$ cat src/rtl/jt12_wrdec_if.sv
// jt12_wrdec_if: CPU write port and register-file strobe/handshake bundle for jt12_wrdec.
interface jt12_wrdec_if;
   logic [7:0] cpu_din;
   logic [1:0] cpu_addr;
   logic       cpu_wr;
   logic       busy_in;
   logic       busy_out;
   logic [7:0] din;
   logic [2:0] ch;
   logic [1:0] op;
   logic       up_keyon, up_alg, up_block, up_fnumlo, up_pms, up_dt1;
   logic       up_tl, up_ks_ar, up_amen_d1r, up_d2r, up_d1l, up_ssgeg;
   modport master (
      output cpu_din, cpu_addr, cpu_wr, busy_in,
      input  busy_out, din, ch, op, up_keyon, up_alg, up_block, up_fnumlo, up_pms,
             up_dt1, up_tl, up_ks_ar, up_amen_d1r, up_d2r, up_d1l, up_ssgeg
   );
   modport slave (
      input  cpu_din, cpu_addr, cpu_wr, busy_in,
      output busy_out, din, ch, op, up_keyon, up_alg, up_block, up_fnumlo, up_pms,
             up_dt1, up_tl, up_ks_ar, up_amen_d1r, up_d2r, up_d1l, up_ssgeg
   );
endinterface

$ cat src/rtl/jt12_wrdec.sv
// jt12_wrdec: YM2612 bus write decoder with held update strobes, mode register and CH3 fnum/block.
// Define JT12_CH3_EFFECT_EN to enable the CH3 per-operator frequency registers and the effect output.
module jt12_wrdec (
   input  logic        clk,
   input  logic        rst,
   input  logic        clk_en,
   jt12_wrdec_if.slave bus,
   output logic        effect,
   output logic        csm,
   output logic [10:0] fnum_ch3op1,
   output logic [10:0] fnum_ch3op2,
   output logic [10:0] fnum_ch3op3,
   output logic [2:0]  block_ch3op1,
   output logic [2:0]  block_ch3op2,
   output logic [2:0]  block_ch3op3
);
   typedef enum logic [1:0] {IDLE, STRB, HOLD} state_t;
   state_t      st, st_nx;
   logic [4:0]  cnt, cnt_nx;
   logic [8:0]  addr_lat;
   logic [11:0] upd, sel;
   logic [7:0]  rg, din_r;
   logic [2:0]  ch_r, ch_nx;
   logic [1:0]  op_r, mode;
   logic        part, addr_wr, data_wr, ch_ok, op_rng;
   assign rg      = addr_lat[7:0];
   assign part    = addr_lat[8];
   assign addr_wr = clk_en & bus.cpu_wr & ~bus.cpu_addr[0];
   assign data_wr = clk_en & bus.cpu_wr & bus.cpu_addr[0] & (st == IDLE);
   assign ch_ok   = rg[1:0] != 2'd3;
   assign op_rng  = rg >= 8'h30 && rg <= 8'h9F && ch_ok;
   assign ch_nx   = sel[11] ? bus.cpu_din[2:0] : {part, rg[1:0]};
   // sel bit order: keyon, alg, block, fnumlo, pms, dt1, tl, ks_ar, amen_d1r, d2r, d1l, ssgeg
   always_comb begin
      sel = 12'd0;
      if (data_wr) begin
         sel[11] = ~part && rg == 8'h28 && bus.cpu_din[1:0] != 2'd3;
         sel[10] = rg[7:2] == 6'b101100 && ch_ok;
         sel[9]  = rg[7:2] == 6'b101001 && ch_ok;
         sel[8]  = rg[7:2] == 6'b101000 && ch_ok;
         sel[7]  = rg[7:2] == 6'b101101 && ch_ok;
         sel[6]  = op_rng && rg[7:4] == 4'h3;
         sel[5]  = op_rng && rg[7:4] == 4'h4;
         sel[4]  = op_rng && rg[7:4] == 4'h5;
         sel[3]  = op_rng && rg[7:4] == 4'h6;
         sel[2]  = op_rng && rg[7:4] == 4'h7;
         sel[1]  = op_rng && rg[7:4] == 4'h8;
         sel[0]  = op_rng && rg[7:4] == 4'h9;
      end
   end
   // STRB gives up after 31 enables without busy_in so a missing register file cannot lock the bus
   always_comb begin
      st_nx  = st;
      cnt_nx = cnt;
      if (clk_en) begin
         st_nx  = st == IDLE ? (|sel ? STRB : IDLE) :
                  st == STRB ? (bus.busy_in ? HOLD : cnt == 5'd30 ? IDLE : STRB) :
                               (bus.busy_in ? HOLD : IDLE);
         cnt_nx = st == STRB ? cnt + 5'd1 : 5'd0;
      end
   end
   always_ff @(posedge clk) begin
      if (rst) begin
         st       <= IDLE;
         cnt      <= 5'd0;
         addr_lat <= 9'd0;
         upd      <= 12'd0;
         din_r    <= 8'd0;
         ch_r     <= 3'd0;
         op_r     <= 2'd0;
         mode     <= 2'd0;
      end else begin
         st  <= st_nx;
         cnt <= cnt_nx;
         if (addr_wr) addr_lat <= {bus.cpu_addr[1], bus.cpu_din};
         if (|sel) begin
            upd   <= sel;
            din_r <= bus.cpu_din;
            ch_r  <= ch_nx;
            op_r  <= rg[3:2];
         end else if (st_nx == IDLE) upd <= 12'd0;
         if (data_wr && !part && rg == 8'h27) mode <= bus.cpu_din[7:6];
      end
   end
   assign bus.busy_out = st != IDLE;
   assign bus.din      = din_r;
   assign bus.ch       = ch_r;
   assign bus.op       = op_r;
   assign {bus.up_keyon, bus.up_alg, bus.up_block, bus.up_fnumlo, bus.up_pms, bus.up_dt1,
           bus.up_tl, bus.up_ks_ar, bus.up_amen_d1r, bus.up_d2r, bus.up_d1l, bus.up_ssgeg} = upd;
   assign csm = mode == 2'b10;
`ifdef JT12_CH3_EFFECT_EN
   logic [5:0] ch3_lat;
   assign effect = |mode;
   // ch3_lat holds {block, fnum[10:8]} until the matching low byte arrives
   always_ff @(posedge clk) begin
      if (rst) begin
         ch3_lat <= 6'd0;
         {block_ch3op1, fnum_ch3op1} <= 14'd0;
         {block_ch3op2, fnum_ch3op2} <= 14'd0;
         {block_ch3op3, fnum_ch3op3} <= 14'd0;
      end else if (data_wr && !part) begin
         if (rg >= 8'hAC && rg <= 8'hAE) ch3_lat <= bus.cpu_din[5:0];
         if (rg == 8'hA9) {block_ch3op1, fnum_ch3op1} <= {ch3_lat, bus.cpu_din};
         if (rg == 8'hAA) {block_ch3op2, fnum_ch3op2} <= {ch3_lat, bus.cpu_din};
         if (rg == 8'hA8) {block_ch3op3, fnum_ch3op3} <= {ch3_lat, bus.cpu_din};
      end
   end
`else
   assign effect       = 1'b0;
   assign fnum_ch3op1  = 11'd0;
   assign fnum_ch3op2  = 11'd0;
   assign fnum_ch3op3  = 11'd0;
   assign block_ch3op1 = 3'd0;
   assign block_ch3op2 = 3'd0;
   assign block_ch3op3 = 3'd0;
`endif
endmodule

$ cat src/flat_wrapper.sv
// flat-port wrapper written by rule: the top's interface ports become plain ports
module jt12_wrdec_flat 
  (clk, rst, clk_en, effect, csm, fnum_ch3op1, fnum_ch3op2, fnum_ch3op3, block_ch3op1, block_ch3op2, block_ch3op3, bus_cpu_din, bus_cpu_addr, bus_cpu_wr, bus_busy_in, bus_busy_out, bus_din, bus_ch, bus_op, bus_up_keyon, bus_up_alg, bus_up_block, bus_up_fnumlo, bus_up_pms, bus_up_dt1, bus_up_tl, bus_up_ks_ar, bus_up_amen_d1r, bus_up_d2r, bus_up_d1l, bus_up_ssgeg);
  jt12_wrdec_if bus_i ();
  input  logic clk;
  input  logic rst;
  input  logic clk_en;
  output logic effect;
  output logic csm;
  output logic [10:0] fnum_ch3op1;
  output logic [10:0] fnum_ch3op2;
  output logic [10:0] fnum_ch3op3;
  output logic [2:0] block_ch3op1;
  output logic [2:0] block_ch3op2;
  output logic [2:0] block_ch3op3;
  input wire logic [$bits(bus_i.cpu_din)-1:0] bus_cpu_din;
  input wire logic [$bits(bus_i.cpu_addr)-1:0] bus_cpu_addr;
  input wire logic [$bits(bus_i.cpu_wr)-1:0] bus_cpu_wr;
  input wire logic [$bits(bus_i.busy_in)-1:0] bus_busy_in;
  output wire logic [$bits(bus_i.busy_out)-1:0] bus_busy_out;
  output wire logic [$bits(bus_i.din)-1:0] bus_din;
  output wire logic [$bits(bus_i.ch)-1:0] bus_ch;
  output wire logic [$bits(bus_i.op)-1:0] bus_op;
  output wire logic [$bits(bus_i.up_keyon)-1:0] bus_up_keyon;
  output wire logic [$bits(bus_i.up_alg)-1:0] bus_up_alg;
  output wire logic [$bits(bus_i.up_block)-1:0] bus_up_block;
  output wire logic [$bits(bus_i.up_fnumlo)-1:0] bus_up_fnumlo;
  output wire logic [$bits(bus_i.up_pms)-1:0] bus_up_pms;
  output wire logic [$bits(bus_i.up_dt1)-1:0] bus_up_dt1;
  output wire logic [$bits(bus_i.up_tl)-1:0] bus_up_tl;
  output wire logic [$bits(bus_i.up_ks_ar)-1:0] bus_up_ks_ar;
  output wire logic [$bits(bus_i.up_amen_d1r)-1:0] bus_up_amen_d1r;
  output wire logic [$bits(bus_i.up_d2r)-1:0] bus_up_d2r;
  output wire logic [$bits(bus_i.up_d1l)-1:0] bus_up_d1l;
  output wire logic [$bits(bus_i.up_ssgeg)-1:0] bus_up_ssgeg;
  assign bus_i.cpu_din = bus_cpu_din;
  assign bus_i.cpu_addr = bus_cpu_addr;
  assign bus_i.cpu_wr = bus_cpu_wr;
  assign bus_i.busy_in = bus_busy_in;
  assign bus_busy_out = bus_i.busy_out;
  assign bus_din = bus_i.din;
  assign bus_ch = bus_i.ch;
  assign bus_op = bus_i.op;
  assign bus_up_keyon = bus_i.up_keyon;
  assign bus_up_alg = bus_i.up_alg;
  assign bus_up_block = bus_i.up_block;
  assign bus_up_fnumlo = bus_i.up_fnumlo;
  assign bus_up_pms = bus_i.up_pms;
  assign bus_up_dt1 = bus_i.up_dt1;
  assign bus_up_tl = bus_i.up_tl;
  assign bus_up_ks_ar = bus_i.up_ks_ar;
  assign bus_up_amen_d1r = bus_i.up_amen_d1r;
  assign bus_up_d2r = bus_i.up_d2r;
  assign bus_up_d1l = bus_i.up_d1l;
  assign bus_up_ssgeg = bus_i.up_ssgeg;
  jt12_wrdec u_core (.clk(clk), .rst(rst), .clk_en(clk_en), .bus(bus_i), .effect(effect), .csm(csm), .fnum_ch3op1(fnum_ch3op1), .fnum_ch3op2(fnum_ch3op2), .fnum_ch3op3(fnum_ch3op3), .block_ch3op1(block_ch3op1), .block_ch3op2(block_ch3op2), .block_ch3op3(block_ch3op3));
endmodule
$ cat config.mk
export PLATFORM = sky130hd
export DESIGN_NAME = jt12_wrdec_flat
export DESIGN_NICKNAME = d
export VERILOG_FILES = /design/src/rtl/jt12_wrdec_if.sv /design/src/rtl/jt12_wrdec.sv /design/src/flat_wrapper.sv
export SDC_FILE = /design/constraint.sdc
export NUM_CORES = 1
export LEC_CHECK = 0
export ABC_AREA = 1
export ABC_CLOCK_PERIOD_IN_PS = 1500
export CORE_MARGIN = 2
export CORE_UTILIZATION = 41
export DETAILED_ROUTE_END_ITERATION = 7
export PLACE_DENSITY = 0.77
export SLEW_MARGIN = 40
export SYNTH_ARGS = -nofsm -noshare
export SYNTH_HDL_FRONTEND = slang
export SYNTH_SLANG_ARGS = --single-unit
$ cat constraint.sdc
create_clock -name clk -period 1.5 [get_ports clk]
set_input_delay 0.225 -clock clk [delete_from_list [all_inputs] [get_ports clk]]
set_output_delay 0.225 -clock clk [all_outputs]
set_load 0.05 [all_outputs]
After elaboration in Yosys (flattened, before gate mapping)

Index checks and enable logic that the tools add are counted.

Bitwise logic cells: 6
Reductions and logical operators: 23
Add/sub/neg operators: 1
Mux-type cells: 12
Order comparisons: 2
Eq/ne operators: 18

Operator list:

| operator                                                              | number |
|---|---|
| 12-bit 2-to-1 mux                                                     | 3 |
| 6-bit equality test, second input constant                            | 4 |
| 1-bit logical AND                                                     | 17 |
| 4-bit by 3-bit equality test with 1-bit output, second input constant | 4 |
| 8-bit by 6-bit equality test with 1-bit output, second input constant | 2 |
| 12-bit OR reduction                                                   | 1 |
| 2-bit 2-to-1 mux                                                      | 5 |
| 4-bit equality test, second input constant                            | 2 |
| 8-bit by 6-bit >= comparator with 1-bit output, second input constant | 1 |
| 8-bit less-or-equal comparator, second input constant                 | 1 |
| 5-bit by 1-bit adder with 5-bit output, second input constant         | 1 |
| 5-bit equality test, second input constant                            | 1 |
| 5-bit 2-to-1 mux                                                      | 1 |
| 1-bit bitwise AND                                                     | 4 |
| 4-bit by 2-bit equality test with 1-bit output, second input constant | 1 |
| 2-bit zero test                                                       | 2 |
| 2-bit inequality test, second input constant                          | 2 |
| 2-bit nonzero test                                                    | 2 |
| 3-bit 2-to-1 mux                                                      | 1 |
| 2-bit by 1-bit equality test with 1-bit output, second input constant | 1 |
| 2-bit equality test, second input constant                            | 1 |
| 1-bit 2-to-1 mux                                                      | 2 |
| 1-bit NOT                                                             | 2 |
| 1-bit zero test                                                       | 1 |

Register bits: 43
Bits of input ports: 15

Longest topological paths before layout

Word-level depth: 12
Mapped depth: 14

Least setup slack after synthesis

No wires, ideal clock.

Path kind: reg-to-reg
Start point: register u_core.st[1]
End point: register u_core.upd[10]
Setup slack: -0.289 ns
Buffers on the path: 2
Setup time: 0.139 ns
Cell stages (with the launch flop): 14
Data arrival time: 1.650 ns
Period minus slack after synthesis: 1.789 ns
Path through: dfxtp_1 inv_2 nand2_2 nor2_4 buf_6 nand2_1 a21oi_2 nor2_1 nand3_2 nand2_2 nand2_4 buf_12 nand3_2 a21oi_2

Cells in the longest elaborated chain, start to end: 9
Elaborated cells on any way between the ends: 12
Those cells by class: eq/ne (1); mux (6); bitwise (1); reduce/logical (4)

Ends and longest elaborated chain:

| what                         | RTL line                           | source |
|---|---|---|
| start, declared              | jt12_wrdec.sv:18                   | `state_t st, st_nx;` |
| start signal, assigned       | jt12_wrdec.sv:73                   | `st <= st_nx;` |
| 2-bit zero test              | jt12_wrdec.sv:29, jt12_wrdec.sv:56 |  |
| 1-bit bitwise AND            | jt12_wrdec.sv:29                   | `assign data_wr = clk_en & bus.cpu_wr & bus.cpu_addr[0] & (st == IDLE);` |
| 12-bit 2-to-1 mux            | jt12_wrdec.sv:36                   | `if (data_wr) begin` |
| 12-bit OR reduction          | jt12_wrdec.sv:56, jt12_wrdec.sv:76 |  |
| 1-bit 2-to-1 mux             | jt12_wrdec.sv:56                   | `st_nx = st == IDLE ? (\|sel ? STRB : IDLE) :` |
| 2-bit 2-to-1 mux             | jt12_wrdec.sv:56                   |  |
| 2-bit 2-to-1 mux             | jt12_wrdec.sv:55                   | `if (clk_en) begin` |
| 2-bit zero test              | jt12_wrdec.sv:81                   | `end else if (st_nx == IDLE) upd <= 12'd0;` |
| 2-bit nonzero test (no line) | n/a                                |  |
| end signal, assigned         | jt12_wrdec.sv:77                   | `upd <= sel;` |
| end, declared                | jt12_wrdec.sv:21                   | `logic [11:0] upd, sel;` |

Parallel ways exist; a longest one is shown, timed or not.
A chain may end at the register's enable or synchronous reset.

Worst setup path in the final report

Start point: register u_core.addr_lat[7]
End point: register u_core.upd[0]

Cells in the longest elaborated chain, start to end: 11
Elaborated cells on any way between the ends: 37
Those cells by class: order compare (2); eq/ne (12); mux (5); reduce/logical (18)

Ends and longest elaborated chain:

| what                                                                                                    | RTL line                           | source |
|---|---|---|
| start, declared                                                                                         | jt12_wrdec.sv:20                   | `logic [8:0] addr_lat;` |
| start signal, assigned                                                                                  | jt12_wrdec.sv:75                   | `if (addr_wr) addr_lat <= {bus.cpu_addr[1], bus.cpu_din};` |
| 8-bit by 6-bit >= comparator with 1-bit output / 8-bit less-or-equal comparator (equally long branches) | jt12_wrdec.sv:31                   | `assign op_rng = rg >= 8'h30 && rg <= 8'h9F && ch_ok;` |
| 1-bit logical AND (2 in series)                                                                         | jt12_wrdec.sv:31                   |  |
| 1-bit logical AND, or another cell as far along                                                         | jt12_wrdec.sv:48                   | `sel[0] = op_rng && rg[7:4] == 4'h9;` |
| 12-bit 2-to-1 mux (*)                                                                                   | jt12_wrdec.sv:36                   |  |
| 12-bit OR reduction                                                                                     | jt12_wrdec.sv:56, jt12_wrdec.sv:76 |  |
| 1-bit 2-to-1 mux                                                                                        | jt12_wrdec.sv:56                   |  |
| 2-bit 2-to-1 mux                                                                                        | jt12_wrdec.sv:56                   |  |
| 2-bit 2-to-1 mux                                                                                        | jt12_wrdec.sv:55                   |  |
| 2-bit zero test                                                                                         | jt12_wrdec.sv:81                   |  |
| 2-bit nonzero test (no line)                                                                            | n/a                                |  |

Every way passes the cells marked *; elsewhere a longest branch is shown, timed or not.

==> summary.txt <==
Global route
  • Initial antenna violation count: 0
  • GR Overflow Total: 0
  • Gr usage total: 19.2%
  • Largest net degree at the start of global routing: 23
  • Number of global-route vias before repair: 2,125
  • First-pass GRT wire length: 9820 um

Timing
  • Period minus WS final: 1.84 ns
  • Peak Freq: 543 MHz
  • Hold slack: 0.465 ns
  • RSZ-0062 raised after global routing: yes
  • Final TNS setup: -7.62 ns
  • Tcrit/Tclk final: 123%
  • Setup ws final: -0.342 ns
  • Pins Over Slew Limit: 0
  • Final setup skew: 0.00523 ns
  • Fin. Hold Viols: 0
  • Final setup vio count: 26

Setup path
  • Worst setup path startpoint: u_core.addr_lat[7]
  • Crit path DAT: 2.03 ns
  • Worst setup path class: reg2reg
  • Crit path max fanout: 7
  • FF-to-FF Start: u_core.addr_lat[7]
  • Required @ worst endpoint: 1.69 ns
  • Crit end category: flop
  • Critical path startpoint category: flop

Routing
  • Vias: 2,324
  • DR DRC count: 0
  • Antenna Nets Post-Route: 0
  • First-pass DRT Iterations: 4
  • Routed vias/inst: 4.70
  • WL final: 6440 um
  • Initial DRC Count: 165
  • WL/cell: 13.0 um

Status
  • Failing checks: negative setup slack
  • Status: complete, but fails checks

Yosys
  • Synthesized flop and latch total: 43
  • Post-synth ARST share: 0%
  • Syn Inst Count: 319
  • Top FF cell, synth: dfxtp_1
  • EDFF count, synth: 0
  • Seq/Total Area, Yosys: 35.2%
  • Mean Syn Cell Area: 7.66 um^2
  • Yosys warning count: 0
  • Cell variety after synth: 32
  • Post-Syn Area: 2440 um^2

Layout
  • Antenna cells: 0
  • Post-route cell area: 3690 um^2
  • Synth-to-layout area growth: 51.1%
  • Share of cells above drive strength 1: 45.1%
  • Final nets: 435

CTS
  • H-Tree Depth: 2
  • CTS tree: built
  • Cts hold-fix bufs: 0
  • Clock root cell: clkbuf_8
  • Worst-path clk slew: 0.09 ns
  • Total CTS buffers: 5
  • Clk_lat worst skew: 0.30 ns
  • # clock sinks: 43
  • CTS max path bufs: 2

Power
  • Leak pwr: 1.58 nW
  • VDD IR-drop max: 0.000469 V
  • Power Density: 796 nW/um^2

Floorplanning
  • Die Height: 81.2 um
  • DIE AREA: 6590 um^2
  • DIE WIDTH: 81.2 um
  • CORE AREA: 5850 um^2
  • # rows: 28
  • Initial core utilization: 41.8%
  • IO Pins: 85

Placement
  • Placed instance area: 3240 um^2
  • I/O Buffers: 41
  • GPL Wtd Cong: 0.807
  • Final HPWL DP: 4160 um

Job
  • Max Cap Viol: 0

Hold path
  • Hold Crit Class: reg2reg
  • Worst Hold Launch: u_core.bus.din[2]
-- state kept, by name, summed over array words and instances (netlist names) --
name,flops
u_core.st,2
u_core.cnt,5
u_core.bus.op,2
u_core.bus.din,8
u_core.bus.ch,3
u_core.addr_lat,9
u_core.mode,2
u_core.upd,12
-- worst max-delay path, stage by stage (launching register included) --
cell     delay [ns]
dfxtp_4        0.39
nor2_4         0.12
nand2_2        0.08
nand3_4        0.13
inv_2          0.06
nand3_2        0.08
nand2_1        0.09
nor2_2         0.21
nand3_2        0.15
nand2_4        0.16
nand2_8        0.09
nand3_1        0.10
a21oi_2        0.06
-- cells in the final DEF (no fill, tap or decap), types with 2 or more instances in the layout --
master / synthesis / routed
conb_1: 1 / 43
bufinv_16: 0 / 2
nand3_2: 12 / 15
o21ai_0: 22 / 12
dfxtp_4: 0 / 2
nand4_1: 3 / 3
nand2_1: 25 / 24
nor2_1: 46 / 29
nand3_1: 16 / 13
nor2_2: 2 / 13
nand3_4: 2 / 2
a21oi_1: 19 / 14
dfxtp_2: 0 / 7
inv_4: 0 / 3
clkbuf_8: 0 / 5
nand2_8: 0 / 3
nor3_1: 6 / 6
clkdlybuf4s50_1: 0 / 11
nor2_4: 1 / 7
o21ai_1: 2 / 2
nand2_4: 1 / 2
dfxtp_1: 43 / 34
inv_2: 6 / 4
ha_1: 2 / 2
dlygate4sd2_1: 0 / 3
inv_1: 28 / 26
o21ai_2: 0 / 10
buf_12: 1 / 15
nand2_2: 7 / 5
a31oi_1: 4 / 4
a21oi_2: 11 / 16
buf_4: 45 / 72
-- synthesized netlist by cell type (2+ instances only) --
library cell  count  share of area, %
inv_2             6              0.92
a31oi_1           4               1.0
clkbuf_1          4              0.61
buf_6             3               1.4
nand2_2           7               1.8
buf_4            45                14
dfxtp_1          43                35
nand4_1           3              0.77
nand2_1          25               3.8
o21ai_1           2              0.41
nor2_2            2              0.51
nor2_1           46               7.1
a21oi_1          19               3.9
ha_1              2               1.0
nor3_1            6               1.2
inv_1            28               4.3
a21oi_2          11               3.9
nand3_4           2               1.4
o21ai_0          22               4.5
nand3_1          16               3.3
nand3_2          12               4.9
-- cell families after synthesis --
family,synth area share [%]
buffers and inverters,22.2
XOR/XNOR,0.358
AO/OA/AOI/OAI,14.7
adder cells (fa/ha/maj),1.02
flip-flops,35.2
AND/OR/NAND/NOR,26.3
other,0.153
-- per-layer routing --
layer / vias to the layer above / global-route usage (%) / part of all wire, % / wire length, um
met5: - / 0 / 0 / 0
met2: 86 / 33.6 / 52 / 3340
met3: 14 / 3.33 / 5.2 / 332
met4: 0 / 6.44 / 2.1 / 138
li1: 1141 / - / - / -
met1: 1083 / 23.6 / 41 / 2630
-- stage by stage --
step	instances	total power [W]	utilization [%]	worst slack (ns)
5_1_grt	494	0.00304	63.1	-0.395
6_report	494	0.00294	63.1	-0.342
3_3_place_gp	476	0.00179	55.3	-0.658
4_1_cts	491	0.00292	61.2	-0.219
3_5_place_dp	476	0.00180	55.3	-0.711
2_1_floorplan	361	0.00172	-	-0.110
-- repair_timing --
action / CTS / global route
resized for setup: 42 / 29
setup buffers: 5 / 2
pin swaps: 13 / 6
cloned: 2 / 1
endpoints found under the setup margin: 29 / 26
-- power by group --
group	switching [W]	total (W)	internal (W)
Clock	0.000425	0.00109	0.000664
Combinational	0.000466	0.000661	0.000194
Sequential	0.0000250	0.00119	0.00116
Total	0.000917	0.00294	0.00202
-- worst paths after layout --
kind                       end  slack (ns)  cells after the start
min          u_core.bus.din[2]        0.47                      2
max reg2reg      u_core.upd[0]       -0.34                     12
max              u_core.upd[0]       -0.34                     12
min reg2reg  u_core.bus.din[2]        0.47                      2
-- final cells by class --
class                      count  area (um^2)
clock buffer                   5         68.8
clock inverter                 3         67.6
fill                         453         2160
inverter                      34          148
multi-input combinational    230         1400
sequential                    43          877
tap                           75         93.8
timing repair buffer         104         1040
(Power assumes the default switching activity.)
